$ cat config.mk
export PLATFORM = sky130hd
export DESIGN_NAME = pwm_ramp_controller_flat
export DESIGN_NICKNAME = d
export VERILOG_FILES = /design/src/rtl/pwm_ramp_controller_pkg.sv /design/src/rtl/pwm_ramp_controller_if.sv /design/src/rtl/pwm_ramp_controller_watchdog.sv /design/src/rtl/pwm_ramp_controller.sv /design/src/flat_wrapper.sv
export SDC_FILE = /design/constraint.sdc
export NUM_CORES = 1
export LEC_CHECK = 0
export ABC_CLOCK_PERIOD_IN_PS = 6300
export CORE_MARGIN = 2
export CORE_UTILIZATION = 50
export CTS_BUF_LIST = sky130_fd_sc_hd__clkbuf_4 sky130_fd_sc_hd__clkbuf_8 sky130_fd_sc_hd__clkbuf_16
export DETAILED_ROUTE_END_ITERATION = 8
export GPL_TIMING_DRIVEN = 0
export PLACE_DENSITY = 0.71
export SYNTH_ARGS = -nofsm -noshare
export SYNTH_HDL_FRONTEND = slang
export SYNTH_SLANG_ARGS = --single-unit
$ cat constraint.sdc
create_clock -name clk -period 6.3 [get_ports clk]
set_input_delay 0.63 -clock clk [delete_from_list [all_inputs] [get_ports clk]]
set_output_delay 0.63 -clock clk [all_outputs]
set_load 0.005 [all_outputs]
$ cat src/rtl/pwm_ramp_controller_pkg.sv
// Shared types and helpers for the PWM ramp controller slice.
// The state encoding is the one every PWM consumer reads off the state output.
package pwm_ramp_controller_pkg;

  typedef enum logic [1:0] {
    ST_IDLE = 2'd0,
    ST_RAMP = 2'd1,
    ST_HOLD = 2'd2,
    ST_STOP = 2'd3
  } ctrl_state_e;

  localparam int DEFAULT_RESOLUTION       = 8;
  localparam int DEFAULT_STEP             = 4;
  localparam int DEFAULT_STEP_PERIODS     = 1;
  localparam int DEFAULT_WATCHDOG_PERIODS = 64;

  // Bits needed to hold any value in 0..maxValue, never less than one.
  function automatic int counterWidth(input int maxValue);
    if (maxValue < 1) begin
      return 1;
    end
    return $clog2(maxValue + 1);
  endfunction

endpackage

$ cat src/rtl/pwm_ramp_controller_if.sv
// Command handshake between the vehicle control logic (master) and the ramp controller (slave).
interface pwm_ramp_controller_if #(
  parameter int RESOLUTION = 8
) ();

  logic                  cmd_valid;
  logic [RESOLUTION-1:0] cmd_duty;
  logic                  cmd_ready;

  modport master (
    output cmd_valid,
    output cmd_duty,
    input  cmd_ready
  );

  modport slave (
    input  cmd_valid,
    input  cmd_duty,
    output cmd_ready
  );

endinterface

$ cat src/rtl/pwm_ramp_controller_watchdog.sv
// Counts PWM period boundaries since the last kick and pulses expired_o on the boundary
// that brings the count to PERIODS; PERIODS=0 disables expiry entirely.
module pwm_period_watchdog
  import pwm_ramp_controller_pkg::*;
#(
  parameter int PERIODS = DEFAULT_WATCHDOG_PERIODS
) (
  input  logic clk,
  input  logic rst,
  input  logic kick_i,
  input  logic tick_i,
  output logic expired_o
);

  localparam bit ENABLED = (PERIODS > 0);
  localparam int LIMIT   = ENABLED ? PERIODS : 1;
  localparam int CW      = counterWidth(LIMIT);

  localparam logic [CW-1:0] COUNT_MAX  = CW'(LIMIT);
  localparam logic [CW-1:0] COUNT_LAST = CW'(LIMIT - 1);

  logic [CW-1:0] count_q, count_d;

  // The count parks at the limit so expiry fires exactly once until the next kick.
  always_comb begin
    count_d = count_q;
    if (kick_i) begin
      count_d = '0;
    end else if (tick_i && (count_q != COUNT_MAX)) begin
      count_d = count_q + CW'(1);
    end
  end

  always_ff @(posedge clk or posedge rst) begin
    if (rst) begin
      count_q <= '0;
    end else begin
      count_q <= count_d;
    end
  end

  assign expired_o = ENABLED && tick_i && !kick_i && (count_q == COUNT_LAST);

endmodule

$ cat src/rtl/pwm_ramp_controller.sv
// Sequences the duty command of one PWM: accepts targets, ramps toward them in bounded
// steps on PWM period boundaries, and handles emergency stop and command-silence watchdog.
module pwm_ramp_controller
  import pwm_ramp_controller_pkg::*;
#(
  parameter int RESOLUTION       = DEFAULT_RESOLUTION,
  parameter int STEP             = DEFAULT_STEP,
  parameter int STEP_PERIODS     = DEFAULT_STEP_PERIODS,
  parameter int WATCHDOG_PERIODS = DEFAULT_WATCHDOG_PERIODS
) (
  input  logic                  clk,
  input  logic                  rst,
  input  logic [RESOLUTION-1:0] pwm_counter_i,
  pwm_ramp_controller_if.slave  cmd_if,
  input  logic                  estop_i,
  output logic [RESOLUTION-1:0] pulse_width_control_o,
  output logic [1:0]            state_o,
  output logic                  at_target_o,
  output logic                  watchdog_expired_o
);

  localparam int DW = counterWidth(STEP_PERIODS - 1);

  localparam logic [DW-1:0]     DIV_LAST = DW'(STEP_PERIODS - 1);
  localparam logic [RESOLUTION:0] STEP_W = (RESOLUTION + 1)'(STEP);

  ctrl_state_e           state_q, state_d;
  logic [RESOLUTION-1:0] pwc_q, pwc_d;
  logic [RESOLUTION-1:0] target_q, target_d;
  logic                  expired_q, expired_d;
  logic [DW-1:0]         div_q, div_d;

  logic                  boundary;
  logic                  accept;
  logic                  kick;
  logic                  stepNow;
  logic                  wdTick;
  logic                  wdExpired;

  logic [RESOLUTION:0]   pwcWide;
  logic [RESOLUTION:0]   targetWide;
  logic [RESOLUTION:0]   distance;
  logic [RESOLUTION:0]   stepWide;
  logic [RESOLUTION:0]   nextWide;
  logic [RESOLUTION-1:0] steppedPwc;

  assign boundary         = (pwm_counter_i == {RESOLUTION{1'b1}});
  assign cmd_if.cmd_ready = !rst && (state_q != ST_STOP);
  assign accept           = cmd_if.cmd_valid && cmd_if.cmd_ready;
  assign kick             = accept && !estop_i;
  assign stepNow          = boundary && (div_q == DIV_LAST);
  assign wdTick           = boundary && !estop_i &&
                            ((state_q == ST_RAMP) || (state_q == ST_HOLD));

  pwm_period_watchdog #(
    .PERIODS (WATCHDOG_PERIODS)
  ) u_watchdog (
    .clk       (clk),
    .rst       (rst),
    .kick_i    (kick),
    .tick_i    (wdTick),
    .expired_o (wdExpired)
  );

  // One guard bit keeps the step from wrapping past full scale or below zero.
  always_comb begin
    pwcWide    = {1'b0, pwc_q};
    targetWide = {1'b0, target_q};
    distance   = (targetWide >= pwcWide) ? (targetWide - pwcWide) : (pwcWide - targetWide);
    stepWide   = (distance > STEP_W) ? STEP_W : distance;
    nextWide   = (targetWide >= pwcWide) ? (pwcWide + stepWide) : (pwcWide - stepWide);
    steppedPwc = nextWide[RESOLUTION] ? {RESOLUTION{1'b1}} : nextWide[RESOLUTION-1:0];
  end

  always_comb begin
    div_d = div_q;
    if (boundary) begin
      div_d = (div_q == DIV_LAST) ? '0 : (div_q + DW'(1));
    end
  end

  // Next-state: estop overrides everything, then a fresh command, then watchdog expiry.
  always_comb begin
    state_d   = state_q;
    pwc_d     = pwc_q;
    target_d  = target_q;
    expired_d = expired_q;
    if (estop_i) begin
      state_d  = ST_STOP;
      pwc_d    = '0;
      target_d = '0;
    end else begin
      if (kick) begin
        target_d  = cmd_if.cmd_duty;
        expired_d = 1'b0;
      end else if (wdExpired) begin
        target_d  = '0;
        expired_d = 1'b1;
      end
      case (state_q)
        ST_STOP: begin
          if (boundary) begin
            state_d = ST_IDLE;
          end
        end
        ST_RAMP: begin
          if (stepNow) begin
            pwc_d = steppedPwc;
            if (steppedPwc == target_d) begin
              state_d = (target_d == '0) ? ST_IDLE : ST_HOLD;
            end
          end
        end
        ST_IDLE, ST_HOLD: begin
          if (target_q != pwc_q) begin
            state_d = ST_RAMP;
          end
        end
        default: state_d = ST_IDLE;
      endcase
    end
  end

  always_ff @(posedge clk or posedge rst) begin
    if (rst) begin
      state_q   <= ST_IDLE;
      pwc_q     <= '0;
      target_q  <= '0;
      expired_q <= 1'b0;
      div_q     <= '0;
    end else begin
      state_q   <= state_d;
      pwc_q     <= pwc_d;
      target_q  <= target_d;
      expired_q <= expired_d;
      div_q     <= div_d;
    end
  end

  assign pulse_width_control_o = pwc_q;
  assign state_o               = state_q;
  assign at_target_o           = (pwc_q == target_q);
  assign watchdog_expired_o    = expired_q;

endmodule

$ cat src/flat_wrapper.sv
// flat-port wrapper written by rule: the top's interface ports become plain ports
module pwm_ramp_controller_flat import pwm_ramp_controller_pkg::*;
#(
  parameter int RESOLUTION       = DEFAULT_RESOLUTION,
  parameter int STEP             = DEFAULT_STEP,
  parameter int STEP_PERIODS     = DEFAULT_STEP_PERIODS,
  parameter int WATCHDOG_PERIODS = DEFAULT_WATCHDOG_PERIODS
)
  (clk, rst, pwm_counter_i, estop_i, pulse_width_control_o, state_o, at_target_o, watchdog_expired_o, cmd_if_cmd_valid, cmd_if_cmd_duty, cmd_if_cmd_ready);
  pwm_ramp_controller_if #(.RESOLUTION(RESOLUTION)) cmd_if_i ();
  input  logic clk;
  input  logic rst;
  input  logic [RESOLUTION-1:0] pwm_counter_i;
  input  logic estop_i;
  output logic [RESOLUTION-1:0] pulse_width_control_o;
  output logic [1:0] state_o;
  output logic at_target_o;
  output logic watchdog_expired_o;
  input wire logic [$bits(cmd_if_i.cmd_valid)-1:0] cmd_if_cmd_valid;
  input wire logic [$bits(cmd_if_i.cmd_duty)-1:0] cmd_if_cmd_duty;
  output wire logic [$bits(cmd_if_i.cmd_ready)-1:0] cmd_if_cmd_ready;
  assign cmd_if_i.cmd_valid = cmd_if_cmd_valid;
  assign cmd_if_i.cmd_duty = cmd_if_cmd_duty;
  assign cmd_if_cmd_ready = cmd_if_i.cmd_ready;
  pwm_ramp_controller #(.RESOLUTION(RESOLUTION), .STEP(STEP), .STEP_PERIODS(STEP_PERIODS), .WATCHDOG_PERIODS(WATCHDOG_PERIODS)) u_core (.clk(clk), .rst(rst), .pwm_counter_i(pwm_counter_i), .cmd_if(cmd_if_i), .estop_i(estop_i), .pulse_width_control_o(pulse_width_control_o), .state_o(state_o), .at_target_o(at_target_o), .watchdog_expired_o(watchdog_expired_o));
endmodule
# After elaboration in Yosys (flattened, before gate mapping)

Index checks and enable logic that the tools add are counted.

Output and inout port bits: 13
Bits in registers: 27
Bits of input ports: 20

Magnitude comparators: 2
Bitwise gates (word level): 2
Eq/ne operators: 14
Add/subtract/negate cells: 6
Mux-type cells: 23
Reductions and logical operators: 23

Operators by type and width:

| operator                                              | number |
|---|---|
| 2-to-1 mux 8 bit                                      | 8 |
| 2-to-1 mux 9 bit                                      | 3 |
| subtractor 8 x 8 -> 9 bit                             | 2 |
| equality test 8 bit                                   | 2 |
| 2-to-1 mux 7 bit                                      | 2 |
| 2-to-1 mux 2 bit                                      | 6 |
| adder 8 x 9 -> 9 bit                                  | 1 |
| > comparator 9 x 3 -> 1 bit, second input constant    | 1 |
| logical AND 1 bit                                     | 9 |
| inequality test 3 x 2 -> 1 bit, second input constant | 3 |
| subtractor 8 x 9 -> 9 bit                             | 1 |
| equality test 8 bit, second input constant            | 1 |
| >= comparator 8 bit                                   | 1 |
| zero test 8 bit                                       | 1 |
| inequality test 8 bit                                 | 1 |
| nonzero test 2 bit                                    | 4 |
| adder 7 x 1 -> 7 bit, second input constant           | 1 |
| equality test 7 x 6 -> 1 bit, second input constant   | 1 |
| inequality test 7 bit, second input constant          | 1 |
| case mux 2 bit (3 select lines)                       | 1 |
| equality test 2 bit, second input constant            | 2 |
| AND reduction 2 bit                                   | 2 |
| AND reduction 4 bit                                   | 1 |
| zero test 1 bit                                       | 3 |
| other kinds (9)                                       | 12 |

# Depth between registers and ports, before layout

Gate-level depths: netlist (run 1).

Depth in word-level cells: 16
Mapped depth: 28
Depth with buffers taken out: 27

# Cells and area by module

From an unflattened synthesis (run 1), not the netlist that was laid out.

Cell total of the unflattened synthesis: 394
Area total of the unflattened synthesis: 3175.5 um^2

By module, submodules not included:

| module              | cells an instance | instances | area an instance (um^2) | sequential area each (um^2) |
|---|---|---|---|---|
| pwm_ramp_controller | 346               | 1         | 2727.6                  | 475.5 |
| pwm_period_watchdog | 48                | 1         | 447.9                   | 175.2 |

# Least setup slack after synthesis (run 1)

OpenSTA, ideal clock, no wires.

Path kind: flip-flop to flip-flop
Start: register u_core.pwc_q[1], in the netlist u_core.pulse_width_control_o[1]
End: register u_core.state_q[1], in the netlist u_core.state_o[1]
Buffers on the path: 0
Library setup time: 0.126 ns
Stages on the path, launching flop included: 25
Arrival time: 5.781 ns
Setup slack: 0.393 ns
Cell sequence: dfrtp_1 -> inv_1 -> ha_1 -> nor2b_4 -> o2111a_1 -> o31a_1 -> or4b_4 -> a22oi_2 -> nand4_2 -> a21oi_1 -> nand2b_1 -> ha_1 -> nor2_1 -> xnor2_1 -> ha_1 -> a21o_1 -> a21oi_1 -> o21a_1 -> o21a_1 -> nor3_1 -> o21ai_0 -> a22o_1 -> a2111oi_4 -> a31oi_1 -> a221o_1

Cells in the longest elaborated chain, start to end: 10
Elaborated cells between the ends (all ways): 15
Classes of those cells: add/sub: 4; order compare: 2; eq/ne: 4; mux: 4; reduce/logical: 1

RTL lines:

| item                                                              | line                                                 | text |
|---|---|---|
| from (decl)                                                       | pwm_ramp_controller.sv:28                            | `logic [RESOLUTION-1:0] pwc_q, pwc_d;` |
| from (signal assigned)                                            | pwm_ramp_controller.sv:133                           | `pwc_q <= pwc_d;` |
| subtractor 8 x 8 -> 9 bit or >= comparator 8 bit (tied branches)  | pwm_ramp_controller.sv:69, pwm_ramp_controller.sv:71 |  |
| 2-to-1 mux 9 bit                                                  | pwm_ramp_controller.sv:69                            | `distance = (targetWide >= pwcWide) ? (targetWide - pwcWide) : (pwcWide - targetWide);` |
| > comparator 9 x 3 -> 1 bit                                       | pwm_ramp_controller.sv:70                            | `stepWide = (distance > STEP_W) ? STEP_W : distance;` |
| 2-to-1 mux 9 bit                                                  | pwm_ramp_controller.sv:70                            |  |
| subtractor 8 x 9 -> 9 bit or adder 8 x 9 -> 9 bit (tied branches) | pwm_ramp_controller.sv:71                            | `nextWide = (targetWide >= pwcWide) ? (pwcWide + stepWide) : (pwcWide - stepWide);` |
| 2-to-1 mux 9 bit                                                  | pwm_ramp_controller.sv:71                            |  |
| 2-to-1 mux 8 bit                                                  | pwm_ramp_controller.sv:72                            | `steppedPwc = nextWide[RESOLUTION] ? {RESOLUTION{1'b1}} : nextWide[RESOLUTION-1:0];` |
| equality test 8 bit                                               | pwm_ramp_controller.sv:109                           | `if (steppedPwc == target_d) begin` |
| inequality test 3 bit (no line)                                   | -                                                    |  |
| AND reduction 4 bit (no line) *                                   | -                                                    |  |
| to (signal assigned)                                              | pwm_ramp_controller.sv:132                           | `state_q <= state_d;` |
| to (decl)                                                         | pwm_ramp_controller.sv:27                            | `ctrl_state_e state_q, state_d;` |

Mark *: on every way between the ends. The rest lies on a longest branch, timed or not.
A chain may end at the register's enable or synchronous reset.

# Worst setup path in the final report (run 1)

Start: register u_core.pwc_q[3], in the netlist u_core.pulse_width_control_o[3]
End: register u_core.state_q[1], in the netlist u_core.state_o[1]

The elaborated chain is that of the path after synthesis.

==> results of run 1 <==
-- what timing repair did --
| item | 4_1_cts | 5_1_grt |
|---|---|---|
| setup endpoints to repair | 2 | 10 |
| resized for setup | 8 | 35 |
| setup buffers | 3 | 10 |
| pin swaps | 1 | 12 |
| hold buffers | 0 | 0 |
-- placed cells by master (no fill, tap or decap), types with 6 or more instances in the layout --
cell type / count
a21o_1: 9
a21oi_1: 17
a31oi_1: 9
buf_4: 14
clkdlybuf4s50_1: 31
dfrtp_1: 20
dfrtp_2: 6
ha_1: 31
inv_1: 32
mux2i_1: 6
nand2_1: 34
nand3_1: 7
nand4_1: 11
nor2_1: 47
nor3_1: 11
o21ai_0: 13
xnor2_1: 9
xor2_1: 6
-- how the worst max path moves through the flow --
| stage | cells after the start | slack, ns | start | to |
|---|---|---|---|---|
| 6_report | 25 | 0.21 | u_core.pulse_width_control_o[3] | u_core.state_o[1] |
| 5_1_grt | 25 | -0.03 | u_core.pulse_width_control_o[3] | u_core.state_o[1] |
| 4_1_cts | 25 | 0.03 | u_core.pulse_width_control_o[4] | u_core.state_o[1] |
| 3_5_place_dp | 24 | -0.44 | u_core.pulse_width_control_o[1] | u_core.state_o[1] |
| 3_3_place_gp | 24 | -0.45 | u_core.pulse_width_control_o[1] | u_core.state_o[1] |
| 2_1_floorplan | 24 | 0.39 | u_core.pulse_width_control_o[1] | u_core.state_o[1] |
-- flip-flops by register name, summed over array words and instances, names as in the netlist --
| name | cells |
|---|---|
| u_core.target_q | 8 |
| u_core.u_watchdog.count_q | 7 |
| u_core.pulse_width_control_o | 8 |
| u_core.watchdog_expired_o | 1 |
| u_core.state_o | 2 |
-- critical path: cells and delay by family, from the launching register on --
kind | cells | cell delay (ns)
xor gates and xnor gates | 1 | 0.08
buffers and inverters | 2 | 0.25
adders and majority gates | 3 | 0.88
and+or+nand+nor | 5 | 1.08
DFF | 1 | 0.45
muxes | 2 | 0.35
AOI/OAI and AO/OA | 12 | 2.87
-- per-stage QoR --
stage | instance area (um2) | worst slack [ns] | TNS [ns] | std cells
2_1_floorplan | 3040 | 0.393 | 0 | 385
3_3_place_gp | 3450 | -0.450 | -0.666 | 491
3_5_place_dp | 3450 | -0.441 | -0.670 | 491
4_1_cts | 3560 | 0.0316 | 0 | 498
5_1_grt | 3760 | -0.0325 | -0.0325 | 508
6_report | 3760 | 0.214 | 0 | 508
-- power groups by stage --
stage | registers (mW) | clock network [mW] | logic (mW)
after CTS | 0.182 | 0.141 | 0.390
after detailed placement | 0.186 | 0 | 0.382
after global placement | 0.185 | 0 | 0.378
after global routing | 0.184 | 0.145 | 0.477
after floorplan | 0.184 | 0 | 0.286
final | 0.182 | 0.141 | 0.440
-- final cells by class --
cell class	instances	area (um2)	area share, %
clock buffer	3	41.3	1.10
buffer	12	61.3	1.63
inverter	32	120	3.20
clock inverter	1	30.0	0.799
timing repair buffer	44	408	10.9
sequential	26	658	17.5
tap	75	93.8	2.50
multi-input combinational	315	2350	62.4
-- cell families (layout without fill, tap and decap cells) --
group / count (synthesis) / in the layout / synth area share [%]
muxes: 6 / 6 / 1.97
DFF: 26 / 26 / 21.4
xor gates and xnor gates: 17 / 17 / 4.90
and+or+nand+nor: 157 / 157 / 27.0
adders and majority gates: 35 / 35 / 15.1
AOI/OAI and AO/OA: 100 / 100 / 23.9
buffers and inverters: 44 / 92 / 5.76
-- routing by layer --
metal  share of wire [%]  wire length (um)  GRT usage [%]
met1                  44              3860           35.3
met2                  49              4330           45.7
met3                 5.4               472           1.54
met4                 1.7               148           6.33
met5                   0                 0              0
==> results.yml, run 1 <==
logic_synthesis:
  synthArstFlopShare_pct: 100
  ys_warn_count: 0
  ys.flop_type: "dfrtp_1"
  ys_top_cells_by_count: "nor2_1, nand2_1, ha_1, inv_1, dfrtp_1"
  synth_edf_count: 0
  synth.avg_cell_area_um2: 7.90
  syn_area_mm2: 0.00304
  synthCells: 385
  synth_area_leader_cell: "dfrtp_1"
  syn_nets: 440
  ys_seq_elements: 26
  yosysSeqAreaShare_pct: 21.4
  yosysUniqueCellTypes: 67
  post-synth-top-count-cell: "nor2_1"
  yosys-top-cells-area: "dfrtp_1, ha_1, nor2_1"
  synth_top_area_share_pct: 21.4
die:
  initial_utilization_pct: 51.7
  ios: 33
  rows: 28
  die_y_um: 82.0
  dieArea_mm2: 0.00672
  coreArea_mm2: 0.00589
  die_w_um: 82.0
global_routing:
  grtUsageTotal_pct: 26.2
  antenna_found_initial: 0
  overflow: 0
  grt_first_pass_wirelength_mm: 13.4
  grt_max_degree: 27
  grt_pass1_vias: 2780
power_and_ir_drop:
  swShare_pct: 41.4
  clkPwrFrac_pct: 18.5
  p_per_area_mw_per_mm2: 203
  leakage_nw: 1.68
  p_sw_mw: 0.316
  internal_power_mw: 0.448
  share_comb_of_total_power_pct: 57.6
  vdd_ir_drop_max_v: 0.000248
  pwr-share-seq_pct: 23.9
  finalPower_mw: 0.763
setup_path:
  r2r_cells: 25
  reg2reg_to: "u_core.state_o[1]"
  rrSetupSlack_ns: 0.21
  cp_slowest_cell: "or4b_4"
  arrival_ns: 6.25
  end_kind: "flip-flop"
  worstSetupPathType: "flip-flop to flip-flop"
  path_max_fanout: 10
  rr_startpoint: "u_core.pulse_width_control_o[3]"
  cp-start-kind: "flip-flop"
  required_ns: 6.47
  slowest_delay_ns: 0.53
finish:
  drive_gt1_share_pct: 14.8
  nets: 489
  num_antenna_cells: 0
  num-fill-cells: 525
  final_util_pct: 63.9
  syn_to_final_growth_pct: 23.6
clock_network:
  cts_buffers: 3
  clk_pin_slew_ns: 0.09
  cts_root_buf: "clkbuf_8"
  clk_latency_ns: 0.28
  cts_max_level: 1
  cts_sinks: 26
  cts_buffer_depth: 2
  cts_tree: "done"
sta:
  max_freq_ghz: 0.164
  max-slew-margin-rel_pct: 33.3
  worst_pin_slew_ns: 0.999
  hold_viol_final: 0
  hold_slack_ns: 0.506
  slew_violations: 0
  fin_crit_sh_pct: 96.6
  final.setup_skew_ns: 0.00404
  setup_violations: 0
  min_period_ns: 6.09
hold_path:
  hold_path.class: "flip-flop to flip-flop"
  hp-start: "u_core.watchdog_expired_o"
  min_path_cells: 2
  hold_end: "u_core.watchdog_expired_o"
detailed_routing:
  dr.first_iter.drc_count: 204
  drc: 0
  ant_nets: 0
  drt_wl_total_mm: 8.81
  wire_per_inst_um: 17.3
  drt_first_pass_iters: 5
  routed-via-count: 3080
  viasPerCell: 6.06
placement:
  dp_hpwl_mm: 6.69
  io_buffers: 31
  routabilityCongestion: 0.905
job:
  drv_cap: 0
status:
  status: "completed"
Note: power is estimated with default switching activity, not from simulation.
==> run 2: changes to the inputs <==
Settings changed: ABC_CLOCK_PERIOD_IN_PS 6300 to 7300, PLACE_DENSITY 0.71 to 0.68.
Clock period 6.3 ns to 7.3 ns, I/O delays scaled along.
==> run 2 against run 1 <==
Compared with the run above:
- clock power down 13%
- power shrank 19%
- sequential share of layout area up 0.96 points
- clock skew is 0.0015 ns lower
- combinational power shrank 23%
- global-route usage fell by 1.2 points
- first-iteration DRC count down 54%
- non-clock buffer count is 13 lower
- fmax is 9.8% lower
- setup slack better by 0.34 ns
- utilization shrank 4.0 points
- critical path type unchanged
- largest cell class unchanged
- highest routed layer unchanged
==> results.yml, run 2 (synthesis results as in run 1) <==
sta:
  min_period_ns: 6.75
  fin_crit_sh_pct: 92.5
  rsz0062_at_grt: "false"
  max-slew-margin-rel_pct: 32.5
  max_freq_ghz: 0.148
  fin_setup_tns_ns: 0
  slew_violations: 0
  worst_pin_slew_ns: 1.01
  setup_violations: 0
  hold_viol_final: 0
  final.setup_skew_ns: 0.00253
placement:
  dp_hpwl_mm: 6.65
  io_buffers: 31
  dpl_cell_area_mm2: 0.00345
  routabilityCongestion: 0.942
setup_path:
  worstSetupPathType: "flip-flop to flip-flop"
  path_max_fanout: 7
  arrival_ns: 6.92
  end_kind: "flip-flop"
  r2r_cells: 25
  crit_start: "u_core.pulse_width_control_o[1]"
  reg2reg_to: "u_core.state_o[1]"
  crit_end: "u_core.state_o[1]"
  rr_startpoint: "u_core.pulse_width_control_o[1]"
  cp-start-kind: "flip-flop"
  rrSetupSlack_ns: 0.55
  required_ns: 7.47
die:
  coreArea_mm2: 0.00589
  die_y_um: 82.0
  dieArea_mm2: 0.00672
  ios: 33
  initial_utilization_pct: 51.7
  die_w_um: 82.0
  rows: 28
clock_network:
  clk_pin_slew_ns: 0.10
  cts_sinks: 26
  cts_tree: "done"
  cts_root_buf: "clkbuf_8"
  clk_latency_ns: 0.28
  cts_hold_repair.buffers: 0
  ctsResizeCount: 0
  cts_buffers: 3
  cts_setup_buffers: 0
  cts_buffer_depth: 2
  cts_max_level: 1
detailed_routing:
  dr.first_iter.drc_count: 93
  drt_first_pass_iters: 5
  viasPerCell: 6.00
  ant_nets: 0
  drc: 0
  drt_wl_total_mm: 8.28
  wire_per_inst_um: 16.7
  routed-via-count: 2968
job:
  drv_cap: 0
finish:
  fin_area_mm2: 0.00352
  final_cell_mix: "nor2_1, nand2_1, inv_1, ha_1, clkdlybuf4s50_1"
  seq_area_um2: 651
  final_util_pct: 59.8
  multi_input_area_mm2: 0.00222
  num-fill-cells: 560
  num_antenna_cells: 0
  syn_to_final_growth_pct: 15.8
  final_common_cell: "nor2_1"
  drive_gt1_share_pct: 5.00
  nets: 476
status:
  status: "completed"
global_routing:
  grt_first_pass_wirelength_mm: 12.9
  antenna_found_initial: 0
  overflow: 0
  grt_max_degree: 27
  grt_pass1_vias: 2669
  grtUsageTotal_pct: 25.0
power_and_ir_drop:
  p_per_area_mw_per_mm2: 175
  leakage_nw: 1.60
  finalPower_mw: 0.617
  vdd_ir_drop_max_v: 0.000141
hold_path:
  hold_path.class: "flip-flop to flip-flop"
-- run 2: changes by cell type in the layout (fill, tap and decap cells not counted), sizes merged --
cell,before,now
buf,17,4
-- run 2: worst min-delay path by stage --
stage	slack, ns	endpoint	startpoint	cells past startpoint
2_1_floorplan	0.49	u_core.watchdog_expired_o	u_core.watchdog_expired_o	2
3_3_place_gp	0.48	u_core.watchdog_expired_o	u_core.watchdog_expired_o	2
3_5_place_dp	0.49	u_core.watchdog_expired_o	u_core.watchdog_expired_o	2
4_1_cts	0.52	u_core.watchdog_expired_o	u_core.watchdog_expired_o	2
5_1_grt	0.54	u_core.watchdog_expired_o	u_core.watchdog_expired_o	2
6_report	0.51	u_core.watchdog_expired_o	u_core.watchdog_expired_o	2
-- run 2: through the flow --
stage	hold slack [ns]	setup WS [ns]	cells
2_1_floorplan	0.491	1.39	385
3_3_place_gp	0.483	0.637	491
3_5_place_dp	0.493	0.527	491
4_1_cts	0.517	0.514	495
5_1_grt	0.535	0.0995	495
6_report	0.514	0.551	495
-- run 2: cell type report --
type | instances | share of cell area, %
repair buffers | 31 | 8.81
well taps | 75 | 2.66
inverters | 32 | 3.41
flip-flops and latches | 26 | 18.5
clock inverters | 1 | 0.853
plain buffers | 12 | 1.56
multi-input cells | 315 | 63.1
clock buffers | 3 | 1.17
-- run 2: worst max-delay path: stages, from the launching register on --
cell and delay [ns]:
dfrtp_1 0.56, inv_1 0.14, ha_1 0.36, nor2b_4 0.15, o2111a_1 0.24, o31a_1 0.32
nor2_1 0.49, mux2i_1 0.23, xnor2_1 0.46, a21oi_1 0.18, nand2b_1 0.13, ha_1 0.23
nand2_1 0.05, o21ai_0 0.15, fa_1 0.49, a21o_1 0.17, a21oi_1 0.27, o21a_1 0.20
o21a_1 0.18, nor2_1 0.08, nor2_1 0.24, o31a_1 0.31, nor2_1 0.14, a2111oi_4 0.32
a31oi_1 0.16, a221o_1 0.37
-- run 2: metal layers --
| metal | global-route usage (%) | wire length [um] | vias to the layer above |
|---|---|---|---|
| met5 | 0 | 0 | - |
| met3 | 1.54 | 353 | 9 |
| met1 | 34.7 | 3830 | 1420 |
| met2 | 43.2 | 4020 | 74 |
| li1 | - | - | 1465 |
| met4 | 4.33 | 83 | 0 |
-- run 2: where the power goes --
| group | internal [mW] | total [mW] | switching (mW) | leakage [nW] |
|---|---|---|---|---|
| logic | 0.141 | 0.337 | 0.195 | 1.21 |
| registers | 0.150 | 0.157 | 0.00739 | 0.355 |
| clock network | 0.0735 | 0.123 | 0.0495 | 0.0357 |
